**src/rtl/mem_port_arbiter_pkg.sv**
```systemverilog
// Shared constants for the IF/MEM memory-port arbiter and the stall controller.
package mem_port_arbiter_pkg;

   localparam logic [1:0] ARB_IDLE   = 2'd0;
   localparam logic [1:0] ARB_BUSY_I = 2'd1;
   localparam logic [1:0] ARB_BUSY_D = 2'd2;

   localparam logic STOP      = 1'b1;
   localparam logic NOSTOP    = 1'b0;
   localparam logic RSTENABLE = 1'b1;

endpackage

```
**src/rtl/mem_port_arbiter_result_hold.sv**
```systemverilog
// Done flag plus result buffer; capture sets the flag, clear (pipeline advance) wins over capture.
module mem_port_arbiter_result_hold
   import mem_port_arbiter_pkg::*;
#(
   parameter int DATA_W = 32
) (
   input  logic              clk,
   input  logic              rst,
   input  logic              capture,
   input  logic              clear,
   input  logic [DATA_W-1:0] din,
   output logic              done,
   output logic [DATA_W-1:0] dout
);

   logic              done_q, done_d;
   logic [DATA_W-1:0] buf_q, buf_d;

   always_comb begin
      done_d = done_q;
      buf_d  = buf_q;
      if (capture) begin
         done_d = 1'b1;
         buf_d  = din;
      end
      if (clear) begin
         done_d = 1'b0;
      end
   end

   always_ff @(posedge clk) begin
      if (rst == RSTENABLE) begin
         done_q <= 1'b0;
         buf_q  <= '0;
      end else begin
         done_q <= done_d;
         buf_q  <= buf_d;
      end
   end

   assign done = done_q;
   assign dout = buf_q;

endmodule

```
**src/rtl/mem_port_arbiter.sv**
```systemverilog
// Shares one req/ack memory bus between IF fetch and MEM load/store; one transaction at a time.
//
// state      | meaning
// ARB_IDLE   | no transaction outstanding; pick data first, then fetch
// ARB_BUSY_I | fetch on the bus, waiting for bus_ack
// ARB_BUSY_D | load/store on the bus, waiting for bus_ack
module mem_port_arbiter
   import mem_port_arbiter_pkg::*;
#(
   parameter int ADDR_W = 32,
   parameter int DATA_W = 32
) (
   input  logic                clk,
   input  logic                rst,
   input  logic                inst_req,
   input  logic [ADDR_W-1:0]   inst_addr,
   output logic [DATA_W-1:0]   inst_rdata,
   output logic                stallreq_if,
   input  logic                data_req,
   input  logic                data_we,
   input  logic [DATA_W/8-1:0] data_sel,
   input  logic [ADDR_W-1:0]   data_addr,
   input  logic [DATA_W-1:0]   data_wdata,
   output logic [DATA_W-1:0]   data_rdata,
   output logic                stallreq_mem,
   input  logic                pipe_hold,
   input  logic                flush,
   output logic                bus_req,
   output logic                bus_we,
   output logic [DATA_W/8-1:0] bus_sel,
   output logic [ADDR_W-1:0]   bus_addr,
   output logic [DATA_W-1:0]   bus_wdata,
   input  logic                bus_ack,
   input  logic [DATA_W-1:0]   bus_rdata
);

   localparam int SEL_W = DATA_W / 8;

   logic [1:0]        state_q, state_d;
   logic              bus_req_q, bus_req_d;
   logic              bus_we_q, bus_we_d;
   logic [SEL_W-1:0]  bus_sel_q, bus_sel_d;
   logic [ADDR_W-1:0] bus_addr_q, bus_addr_d;
   logic [DATA_W-1:0] bus_wdata_q, bus_wdata_d;
   logic              i_kill_q, i_kill_d;

   logic              rst_act;
   logic              ack_i, ack_d, i_cap;
   logic              i_done, d_done;
   logic [DATA_W-1:0] i_buf, d_buf;
   logic              done_i_now, done_d_now;
   logic              stall_if, stall_mem, advance;

   assign rst_act = (rst == RSTENABLE);
   assign ack_i   = (state_q == ARB_BUSY_I) && bus_ack;
   assign ack_d   = (state_q == ARB_BUSY_D) && bus_ack;
   // A fetch that was flushed, now or earlier, must never land in i_buf.
   assign i_cap   = ack_i && !i_kill_q && !flush;

   assign done_i_now = i_done || i_cap;
   assign done_d_now = d_done || ack_d;
   assign stall_if   = !rst_act && inst_req && !done_i_now && !flush;
   assign stall_mem  = !rst_act && data_req && !done_d_now;
   assign advance    = !stall_if && !stall_mem && !pipe_hold;

   mem_port_arbiter_result_hold #(.DATA_W(DATA_W)) u_i_hold (
      .clk     (clk),
      .rst     (rst),
      .capture (i_cap),
      .clear   (advance || flush),
      .din     (bus_rdata),
      .done    (i_done),
      .dout    (i_buf)
   );

   mem_port_arbiter_result_hold #(.DATA_W(DATA_W)) u_d_hold (
      .clk     (clk),
      .rst     (rst),
      .capture (ack_d),
      .clear   (advance),
      .din     (bus_rdata),
      .done    (d_done),
      .dout    (d_buf)
   );

   always_comb begin
      state_d     = state_q;
      bus_req_d   = bus_req_q;
      bus_we_d    = bus_we_q;
      bus_sel_d   = bus_sel_q;
      bus_addr_d  = bus_addr_q;
      bus_wdata_d = bus_wdata_q;
      i_kill_d    = i_kill_q;
      case (state_q)
         ARB_IDLE: begin
            if (data_req && !d_done) begin
               state_d     = ARB_BUSY_D;
               bus_req_d   = 1'b1;
               bus_we_d    = data_we;
               bus_sel_d   = data_sel;
               bus_addr_d  = data_addr;
               bus_wdata_d = data_wdata;
            end else if (inst_req && !i_done && !flush) begin
               state_d     = ARB_BUSY_I;
               bus_req_d   = 1'b1;
               bus_we_d    = 1'b0;
               bus_sel_d   = '1;
               bus_addr_d  = inst_addr;
               bus_wdata_d = '0;
            end
         end
         ARB_BUSY_I: begin
            if (bus_ack) begin
               state_d     = ARB_IDLE;
               bus_req_d   = 1'b0;
               bus_we_d    = 1'b0;
               bus_sel_d   = '0;
               bus_addr_d  = '0;
               bus_wdata_d = '0;
               i_kill_d    = 1'b0;
            end else if (flush) begin
               i_kill_d = 1'b1;
            end
         end
         ARB_BUSY_D: begin
            if (bus_ack) begin
               state_d     = ARB_IDLE;
               bus_req_d   = 1'b0;
               bus_we_d    = 1'b0;
               bus_sel_d   = '0;
               bus_addr_d  = '0;
               bus_wdata_d = '0;
            end
         end
         default: begin
            state_d   = ARB_IDLE;
            bus_req_d = 1'b0;
         end
      endcase
   end

   always_ff @(posedge clk) begin
      if (rst_act) begin
         state_q     <= ARB_IDLE;
         bus_req_q   <= 1'b0;
         bus_we_q    <= 1'b0;
         bus_sel_q   <= '0;
         bus_addr_q  <= '0;
         bus_wdata_q <= '0;
         i_kill_q    <= 1'b0;
      end else begin
         state_q     <= state_d;
         bus_req_q   <= bus_req_d;
         bus_we_q    <= bus_we_d;
         bus_sel_q   <= bus_sel_d;
         bus_addr_q  <= bus_addr_d;
         bus_wdata_q <= bus_wdata_d;
         i_kill_q    <= i_kill_d;
      end
   end

   assign bus_req      = bus_req_q;
   assign bus_we       = bus_we_q;
   assign bus_sel      = bus_sel_q;
   assign bus_addr     = bus_addr_q;
   assign bus_wdata    = bus_wdata_q;
   assign stallreq_if  = stall_if ? STOP : NOSTOP;
   assign stallreq_mem = stall_mem ? STOP : NOSTOP;
   assign inst_rdata   = ack_i ? bus_rdata : i_buf;
   assign data_rdata   = ack_d ? bus_rdata : d_buf;

endmodule

```
**config.mk**
```make
export PLATFORM = sky130hd
export DESIGN_NAME = mem_port_arbiter
export DESIGN_NICKNAME = d
export VERILOG_FILES = /design/src/rtl/mem_port_arbiter_pkg.sv /design/src/rtl/mem_port_arbiter_result_hold.sv /design/src/rtl/mem_port_arbiter.sv
export SDC_FILE = /design/constraint.sdc
export NUM_CORES = 1
export LEC_CHECK = 0
export ABC_CLOCK_PERIOD_IN_PS = 4120
export CELL_PAD_IN_SITES_DETAIL_PLACEMENT = 0
export CELL_PAD_IN_SITES_GLOBAL_PLACEMENT = 2
export CORE_MARGIN = 1.5
export CORE_UTILIZATION = 26
export DETAILED_ROUTE_END_ITERATION = 16
export HOLD_SLACK_MARGIN = 0.02
export PLACE_DENSITY = 0.95
export REMOVE_ABC_BUFFERS = 1
export SYNTH_ARGS = -nofsm -noshare
export SYNTH_HDL_FRONTEND = slang
export SYNTH_HIERARCHICAL = 1
export SYNTH_SLANG_ARGS = --single-unit
```
**constraint.sdc**
```tcl
create_clock -name clk -period 4.12 [get_ports clk]
set_clock_uncertainty 0.05 [all_clocks]
set_input_delay 0.618 -clock clk [delete_from_list [all_inputs] [get_ports clk]]
set_output_delay 0.618 -clock clk [all_outputs]
set_load 0.03 [all_outputs]
```
# --- Yosys cells after proc, flatten, opt, wreduce, memory -nomap -nowiden ---
# Index checks and enable logic that the tools add are counted.
totals:
  regBits: 139
  wordCells: 79
classes:
  eq_ne: 4
  n_mux: 28
  n_reduce_logical: 36
ops:
  columns: ["operator", "n"]
  rows:
  - ["$mux W32", 7]
  - ["$pmux W32 S2", 2]
  - ["$logic_and A1 B1 Y1", 14]
  - ["$mux W4", 3]
  - ["$logic_not A1 Y1", 10]
  - ["$mux W1", 9]
  - ["$pmux W4 S2", 1]
  - ["$mux W2", 3]
  - ["$reduce_or A2 Y1", 3]
  - ["$pmux W1 S2", 2]
  - ["$pmux W2 S2", 1]
  - ["$reduce_and A2 Y1", 2]
  - ["$reduce_bool A2 Y1", 2]
  - ["$logic_or A1 B1 Y1", 3]
  - ["$ne A3 B3 Y1 const B", 1]
  - ["$reduce_and A3 Y1", 1]
  - ["$eq A2 B1 Y1 const B", 1]
  - ["$eq A2 B2 Y1 const B", 1]
  - ["$logic_not A2 Y1", 1]
  - ["$ne A2 B1 Y1 const B", 1]

# --- Logic depth before layout (Yosys ltp) ---
# Gate-level depths: netlist of run 1.
logic_depth:
  ltp_word: 13
  depth_mapped: 10

# --- Hierarchy ---
# Netlist of run 1, hierarchy kept.
modules_own_cells:
  columns: ["module", "instances", "cells_each", "area_per_inst_um2", "seq_area_each_um2"]
  rows:
  - ["mem_port_arbiter", 1, 490, 4154.0, 1461.4]
  - ["mem_port_arbiter_result_hold", 2, 107, 1198.6, 660.6]

# --- Worst setup path before layout of run 1 ---
# OpenSTA, ideal clock, no wires.
synth_path:
  kind: "input port to output port"
  startpoint: "input data_req"
  endpoint: "output stallreq_mem"
  arrival_time_ns: 1.700
  slack_ns: 1.752
  cell_stages: 5
  n_path_buf: 2
  path_cell_list: "nor2b_1 clkbuf_1 clkbuf_1 nand2_1 nor2_1"
synth_between:
  elab_chain_cells: 3
synth_lines:
  columns: ["item", "line_no", "source"]
  rows:
  - ["from (decl)", "mem_port_arbiter.sv:19", "input logic data_req,"]
  - ["$logic_and A1 B1 Y1 (2 in a row)", "mem_port_arbiter.sv:63", "assign stall_mem = !rst_act && data_req && !done_d_now;"]
  - ["$mux W1", "mem_port_arbiter.sv:168", "assign stallreq_mem = stall_mem ? STOP : NOSTOP;"]
  - ["to (decl)", "mem_port_arbiter.sv:25", "output logic stallreq_mem,"]
# No other way between the ends.

# --- Worst setup path after layout of run 1 ---
layout_path:
  startpoint: "input bus_ack"
  endpoint: "output stallreq_if"
layout_between:
  elab_chain_cells: 8
layout_lines:
  columns: ["item", "line_no", "source"]
  rows:
  - ["from (decl)", "mem_port_arbiter.sv:33", "input logic bus_ack,"]
  - ["$logic_and A1 B1 Y1", "mem_port_arbiter.sv:55", "assign ack_i = (state_q == ARB_BUSY_I) && bus_ack;"]
  - ["$logic_and A1 B1 Y1 (2 in a row)", "mem_port_arbiter.sv:58", "assign i_cap = ack_i && !i_kill_q && !flush;"]
  - ["$logic_or A1 B1 Y1", "mem_port_arbiter.sv:60", "assign done_i_now = i_done || i_cap;"]
  - ["$logic_not A1 Y1", "mem_port_arbiter.sv:62", "assign stall_if = !rst_act && inst_req && !done_i_now && !flush;"]
  - ["$logic_and A1 B1 Y1 (2 in a row)", "mem_port_arbiter.sv:62", null]
  - ["$mux W1", "mem_port_arbiter.sv:167", "assign stallreq_if = stall_if ? STOP : NOSTOP;"]
  - ["to (decl)", "mem_port_arbiter.sv:18", "output logic stallreq_if,"]
# No other way between the ends.

==> flow_summary.ini, run 1 <==
[layout]
final_area_um2 = 10100
syn_to_final_growth_pct = 53.7
nets = 1096
nFillCells = 2473
multi_input_area_um2 = 3390
drive_above_1_share_pct = 15.8
regArea_um2 = 2780
num_antenna_cells = 0

[setup_path]
crit_top_cell = clkdlybuf4s50_1
crit_arrival_ps = 2720
slowest_stage = clkdlybuf4s50_1
r2r_slack_ps = 1310
worstPathMaxFanout = 22
worst-r2r-cell-count = 9
crit_family = buffers and inverters
startpoint_type = input port
required_ps = 3450
critPathKind = input port to output pin
path_cells = clkdlybuf4s50_1 -> nand2_1 -> buf_12 -> o21ai_0 -> nor2_1 -> clkdlybuf4s50_1
r2r_end = bus_wdata[18]$_SDFFE_PP0P_
worst-path-buf-inv = 3
r2r-start = state_q[0]$_SDFFE_PP0P_
end_kind = output pin
cp_slowest_stage_delay_ps = 610

[logic_synthesis]
synth-main-ff-cell = dfxtp_1
yosysWarningCount = 6
seq_area_frac_synth_pct = 42.5
ys_seq_elements = 139
syn_area_um2 = 6550
synth_cell_types = 30
postSynth.asyncResetShare_pct = 0
postSynthAreaPerCell_um2 = 9.31
synth-edff-count = 0
syn-instance-count = 704

[pwr]
peakVddDrop_uv = 259
cellLeakagePower_uw = 0.00381
p_total_uw = 4140
powerDensity_nw_per_um2 = 411

[timing]
rsz0062_at_grt = false
setup_viol = 0
period_share_pct = 82.2
fin_crit_ps = 3390
timing.final.ws_setup_ps = 733
maxSlewViolCount = 0
setup-tns-final_ps = 0
fmax_ghz = 0.295
hold_viol = 0
worst_slew_pin_slew_ps = 844
relSlewSlack_pct = 43.8

[hold_path]
hold_start = bus_addr[27]$_SDFFE_PP0P_
hold_depth = 2
hold_end = bus_addr[27]$_SDFFE_PP0P_
min_path_type = flip-flop to flip-flop

[drt]
drtIter0Drc = 238
route.detailed.wl_per_inst_um = 15.3
wl_mm = 19.8
vias_per_cell = 4.50
ant_nets = 0
drc_errors = 0
num_vias = 5803
first_pass_iters = 4

[status]
outcome = completed

[place]
dp_slack_ps = 697
dpl.hpwl_mm = 13.6
routabilityCongestion = 0.725
io_buffers = 275
dpl-instance-area_um2 = 9480

[global_routing]
overflow = 0
grt_util_all_layers_pct = 15.0
antenna_found_initial = 0
grt_pass1_vias = 5782
grt_pass1_wl_mm = 31.1
grt_max_degree = 81

[floorplan]
rows = 57
ioPinCount = 276
dieArea_um2 = 26200
initial_utilization_pct = 26.7
core_region_area_um2 = 24500
die_w_um = 162
die_h_um = 162

[clock_network]
clk_path_buf_depth = 2
cts_tree = done
cts_root_buffer = clkbuf_16
numCtsBuffers = 17
hold_buffers = 0
htree_levels = 4
cts_resized = 0
post_cts_buffers = 0
clkTransAtPathRegs_ps = 60
clock-sinks = 139
clock_latency_ps = 410

[job]
maxCapViolations = 0
==> flip-flops by register name, summed over array words and instances, names as in the netlist <==
signal and count:
bus_we 1, bus_addr 32, u_i_hold/dout 32, bus_req 1, u_i_hold/done 1, u_d_hold/dout 32
bus_wdata 32, i_kill_q 1, bus_sel 4, state_q 2, u_d_hold/done 1
==> cell type report <==
| cell class | instances | share of cell area, % |
|---|---|---|
| clock buffers | 19 | 4.50 |
| repair buffers | 291 | 28.8 |
| inverters | 3 | 0.112 |
| flip-flops and latches | 139 | 27.6 |
| multi-input cells | 501 | 33.7 |
| well taps | 324 | 4.03 |
| clock inverters | 13 | 1.29 |
==> cell families after synthesis <==
kind of cell / Yosys count / share of synthesized area, %
AO/OA/AOI/OAI: 80 / 10.4
flip-flops: 139 / 42.5
adder cells (fa/ha/maj): 3 / 0.573
AND/OR/NAND/NOR: 290 / 19.6
buffers and inverters: 64 / 6.21
multiplexers: 128 / 20.8
==> worst max path at each step <==
stage,startpoint,to,slack [ps],depth (start not counted)
global route,flush,stallreq_if,600,5
CTS,bus_ack,stallreq_if,690,6
floorplan,bus_ack,u_i_hold/dout[0]$_SDFFE_PP0P_,-1020,4
global placement,flush,stallreq_if,760,5
detailed placement,bus_ack,stallreq_if,700,6
finish,bus_ack,stallreq_if,730,6
==> stage by stage <==
step | util, % | cells | hold WS [ps]
6_report | 41.0 | 1290 | 405
5_1_grt | 41.0 | 1290 | 425
4_1_cts | 41.0 | 1290 | 409
3_5_place_dp | 38.7 | 1258 | 398
3_3_place_gp | 38.7 | 1258 | 395
2_1_floorplan | - | 643 | 404
==> synth_stat cells, types with 4 or more instances <==
| master | instances | share of area, % |
|---|---|---|
| a21oi_1 | 5 | 0.38 |
| a21oi_2 | 32 | 4.3 |
| buf_6 | 7 | 1.2 |
| buf_12 | 6 | 1.8 |
| mux2i_1 | 64 | 9.8 |
| nand3b_1 | 33 | 3.8 |
| a211o_1 | 32 | 4.3 |
| mux2_2 | 64 | 11 |
| o2bb2ai_1 | 4 | 0.53 |
| nand3_1 | 34 | 2.6 |
| buf_1 | 4 | 0.23 |
| nor3_1 | 6 | 0.46 |
| nand2_1 | 133 | 7.6 |
| dfxtp_1 | 139 | 42 |
| clkbuf_1 | 31 | 1.8 |
| nor2_1 | 78 | 4.5 |
| buf_2 | 13 | 0.99 |
==> worst min-delay path: stages (launching register included) <==
cell and delay (ps):
dfxtp_1 300, nand2_1 60, a21oi_2 40
==> where the power goes <==
group / total [uW] / switching, uW / internal, uW
sequential: 1490 / 48.8 / 1440
combinational: 1130 / 636 / 492
clock: 1520 / 643 / 878
total: 4140 / 1330 / 2810
==> cell usage in the layout (no fill, tap or decap) <==
cell type        count
a211o_1             32
a211oi_1             1
a21oi_1              5
a21oi_2             32
a22oi_1              1
a311o_2              1
a311oi_4             1
buf_12               2
buf_4               15
bufinv_16            1
clkbuf_16           17
clkbuf_8             2
clkdlybuf4s50_1    274
clkinv_2             1
clkinv_4             2
clkinvlp_4           3
dfxtp_1            139
ha_1                 3
inv_1                2
inv_2                1
inv_6                5
inv_8                1
mux2_2              64
mux2i_1             64
nand2_1            133
nand2b_1             1
nand2b_2             1
nand3_1             34
nand3b_1            33
nor2_1              78
nor2b_1              1
nor2b_2              1
nor3_1               4
nor3_2               2
nor3b_1              1
o21ai_0              1
o21bai_1             1
o22ai_1              1
o2bb2ai_1            4
or3b_4               1
==> routing by layer <==
| layer | track usage, % | wire length [um] |
|---|---|---|
| met5 | 0 | 0 |
| met1 | 18.6 | 9040 |
| met3 | 6.33 | 1490 |
| met2 | 24.3 | 9040 |
| met4 | 3.25 | 217 |
Power figures use the tool's default switching activity.
==> run 2: changes to the inputs <==
- ABC_CLOCK_PERIOD_IN_PS: 4120 -> 2900
- CORE_UTILIZATION: 26 -> 22
- PLACE_DENSITY: 0.95 -> 0.87
- clock period: 4.12 -> 2.9 ns (I/O delays scaled with it)
==> run 2 against run 1 <==
  * Non-clock buffer count grew 9
  * Combinational power grew 42%
  * Flip-flop and latch count is the same
  * First-iteration DRC count shrank 5.5%
  * Register-to-register slack lost 580 ps
  * Sequential power grew 42%
==> flow_summary.ini, run 2 (synthesis results as in run 1) <==
[pwr]
cellLeakagePower_uw = 0.00429
peakVddDrop_uv = 373
clockPowerShare_pct = 39.0
seqPwrFrac_pct = 34.6
powerDensity_nw_per_um2 = 596
share_comb_of_total_power_pct = 26.4
p_sw_uw = 1900
p_int_uw = 4220
swShare_pct = 31.0

[layout]
fin_cells = 1359
syn_to_final_growth_pct = 56.8
final_common_cell = clkdlybuf4s50_1
drive_above_1_share_pct = 18.3
mostFrequentLayoutCells = 209 x clkdlybuf4s50_1, 139 x dfxtp_1, 132 x nand2_1
nets = 1105
final_area_um2 = 10300
num_antenna_cells = 0

[job]
maxCapViolations = 0

[clock_network]
clk_path_buf_depth = 2
cts_root_buffer = clkbuf_16
htree_levels = 4
post_cts_buffers = 0
cts_resized = 39
clock_latency_ps = 410
numCtsBuffers = 17
cts_tree = done
clock-sinks = 139
clkTransAtPathRegs_ps = 60
hold_buffers = 0

[floorplan]
die_w_um = 176
ioPinCount = 276
core_region_area_um2 = 29000
dieArea_um2 = 30800
initial_utilization_pct = 22.6
die_h_um = 176
rows = 62

[drt]
num_vias = 5741
first_pass_iters = 4
drc_errors = 0
ant_nets = 0
maxUsedRoutingLayer = met4
wirelength_met1_mm = 9.87
met3_wirelength_mm = 1.41
drtIter0Drc = 225
wl_mm = 20.8
route.detailed.wl_per_inst_um = 15.3
route.met2.wl_mm = 9.34
vias_per_cell = 4.22

[timing]
fin_crit_ps = 2730
setup-tns-final_ps = 0
rsz0062_at_grt = false
worst_slew_pin_slew_ps = 635
hold_viol = 0
timing.final.ws_setup_ps = 170
period_share_pct = 94.1
fmax_ghz = 0.366
maxSlewViolCount = 0
setup_viol = 0
relSlewSlack_pct = 57.6

[place]
place_inst = 1327
dpl.hpwl_mm = 14.3
dp_slack_ps = 80.1
dpl-instance-area_um2 = 9670
routabilityCongestion = 0.726
io_buffers = 275

[global_routing]
grt_pass1_wl_mm = 32.7
antenna_found_initial = 0
overflow = 0
grt_max_degree = 62
grt_util_all_layers_pct = 13.6
grt_pass1_vias = 5829

[setup_path]
crit_top_cell = buf_4
slowest_stage = clkdlybuf4s50_1
crit_arrival_ps = 2250
r2r-start = state_q[0]$_SDFFE_PP0P_
cp_slowest_stage_delay_ps = 550
required_ps = 2410
end_kind = output pin
critPathKind = input port to output pin
worst-r2r-cell-count = 7
startpoint_type = input port
path_cells = clkdlybuf4s50_1 -> nand2_1 -> clkinv_2 -> buf_12 -> buf_4 -> mux2_2 -> buf_4
r2r_end = bus_addr[26]$_SDFFE_PP0P_
worstPathMaxFanout = 18
r2r_slack_ps = 730

[hold_path]
min_path_type = flip-flop to flip-flop
hold_end = bus_addr[8]$_SDFFE_PP0P_
hold_start = bus_addr[8]$_SDFFE_PP0P_
hold_depth = 2

[status]
outcome = completed
-- run 2: power groups by stage --
| stage | clock (uW) | sequential, uW | combinational [uW] |
|---|---|---|---|
| 2_1_floorplan | 0 | 2360 | 656 |
| 3_3_place_gp | 0 | 2160 | 1660 |
| 3_5_place_dp | 0 | 2160 | 1660 |
| 4_1_cts | 2480 | 2120 | 1640 |
| 5_1_grt | 2590 | 2130 | 1730 |
| 6_report | 2390 | 2120 | 1610 |
-- run 2: area by class of cell --
class | instances | area (um2)
Inverter | 3 | 12.5
Clock buffer | 19 | 443
Multi-Input combinational cell | 501 | 3390
Clock inverter | 13 | 189
Sequential cell | 139 | 2780
Tap cell | 384 | 480
Timing Repair Buffer | 300 | 2970
Fill cell | 2971 | 18700
-- run 2: metrics by stage --
stage	util [%]	hold WS, ps	power, uW
after floorplan	-	404	3020
after global placement	33.3	395	3810
after detailed placement	33.3	400	3810
after CTS	35.3	409	6240
after global routing	35.4	423	6450
final	35.4	406	6120
-- run 2: worst max-delay path, delay by kind of cell --
kind	cells	cell delay (ps)
buffers and inverters	5	1250
muxes	1	380
and+or+nand+nor	1	160
-- run 2: worst max path at each step --
stage                       startpoint                       endpoint  slack (ps)  cells past startpoint
2_1_floorplan  state_q[1]$_SDFFE_PP0P_  u_i_hold/dout[0]$_SDFFE_PP0P_       -2200                      6
3_3_place_gp                   bus_ack                  data_rdata[0]         150                      6
3_5_place_dp                   bus_ack                 data_rdata[14]          80                      6
4_1_cts        state_q[0]$_SDFFE_PP0P_                 data_rdata[25]           1                      7
5_1_grt        state_q[0]$_SDFFE_PP0P_                  data_rdata[2]          30                      8
6_report                       bus_ack                  data_rdata[3]         170                      7
-- run 2: per-layer routing --
| layer | vias to the layer above | GRT usage, % |
|---|---|---|
| met5 | - | 0 |
| met4 | 0 | 3.77 |
| met3 | 10 | 4.29 |
| met2 | 177 | 21.6 |
| met1 | 2634 | 17.5 |
| li1 | 2920 | - |
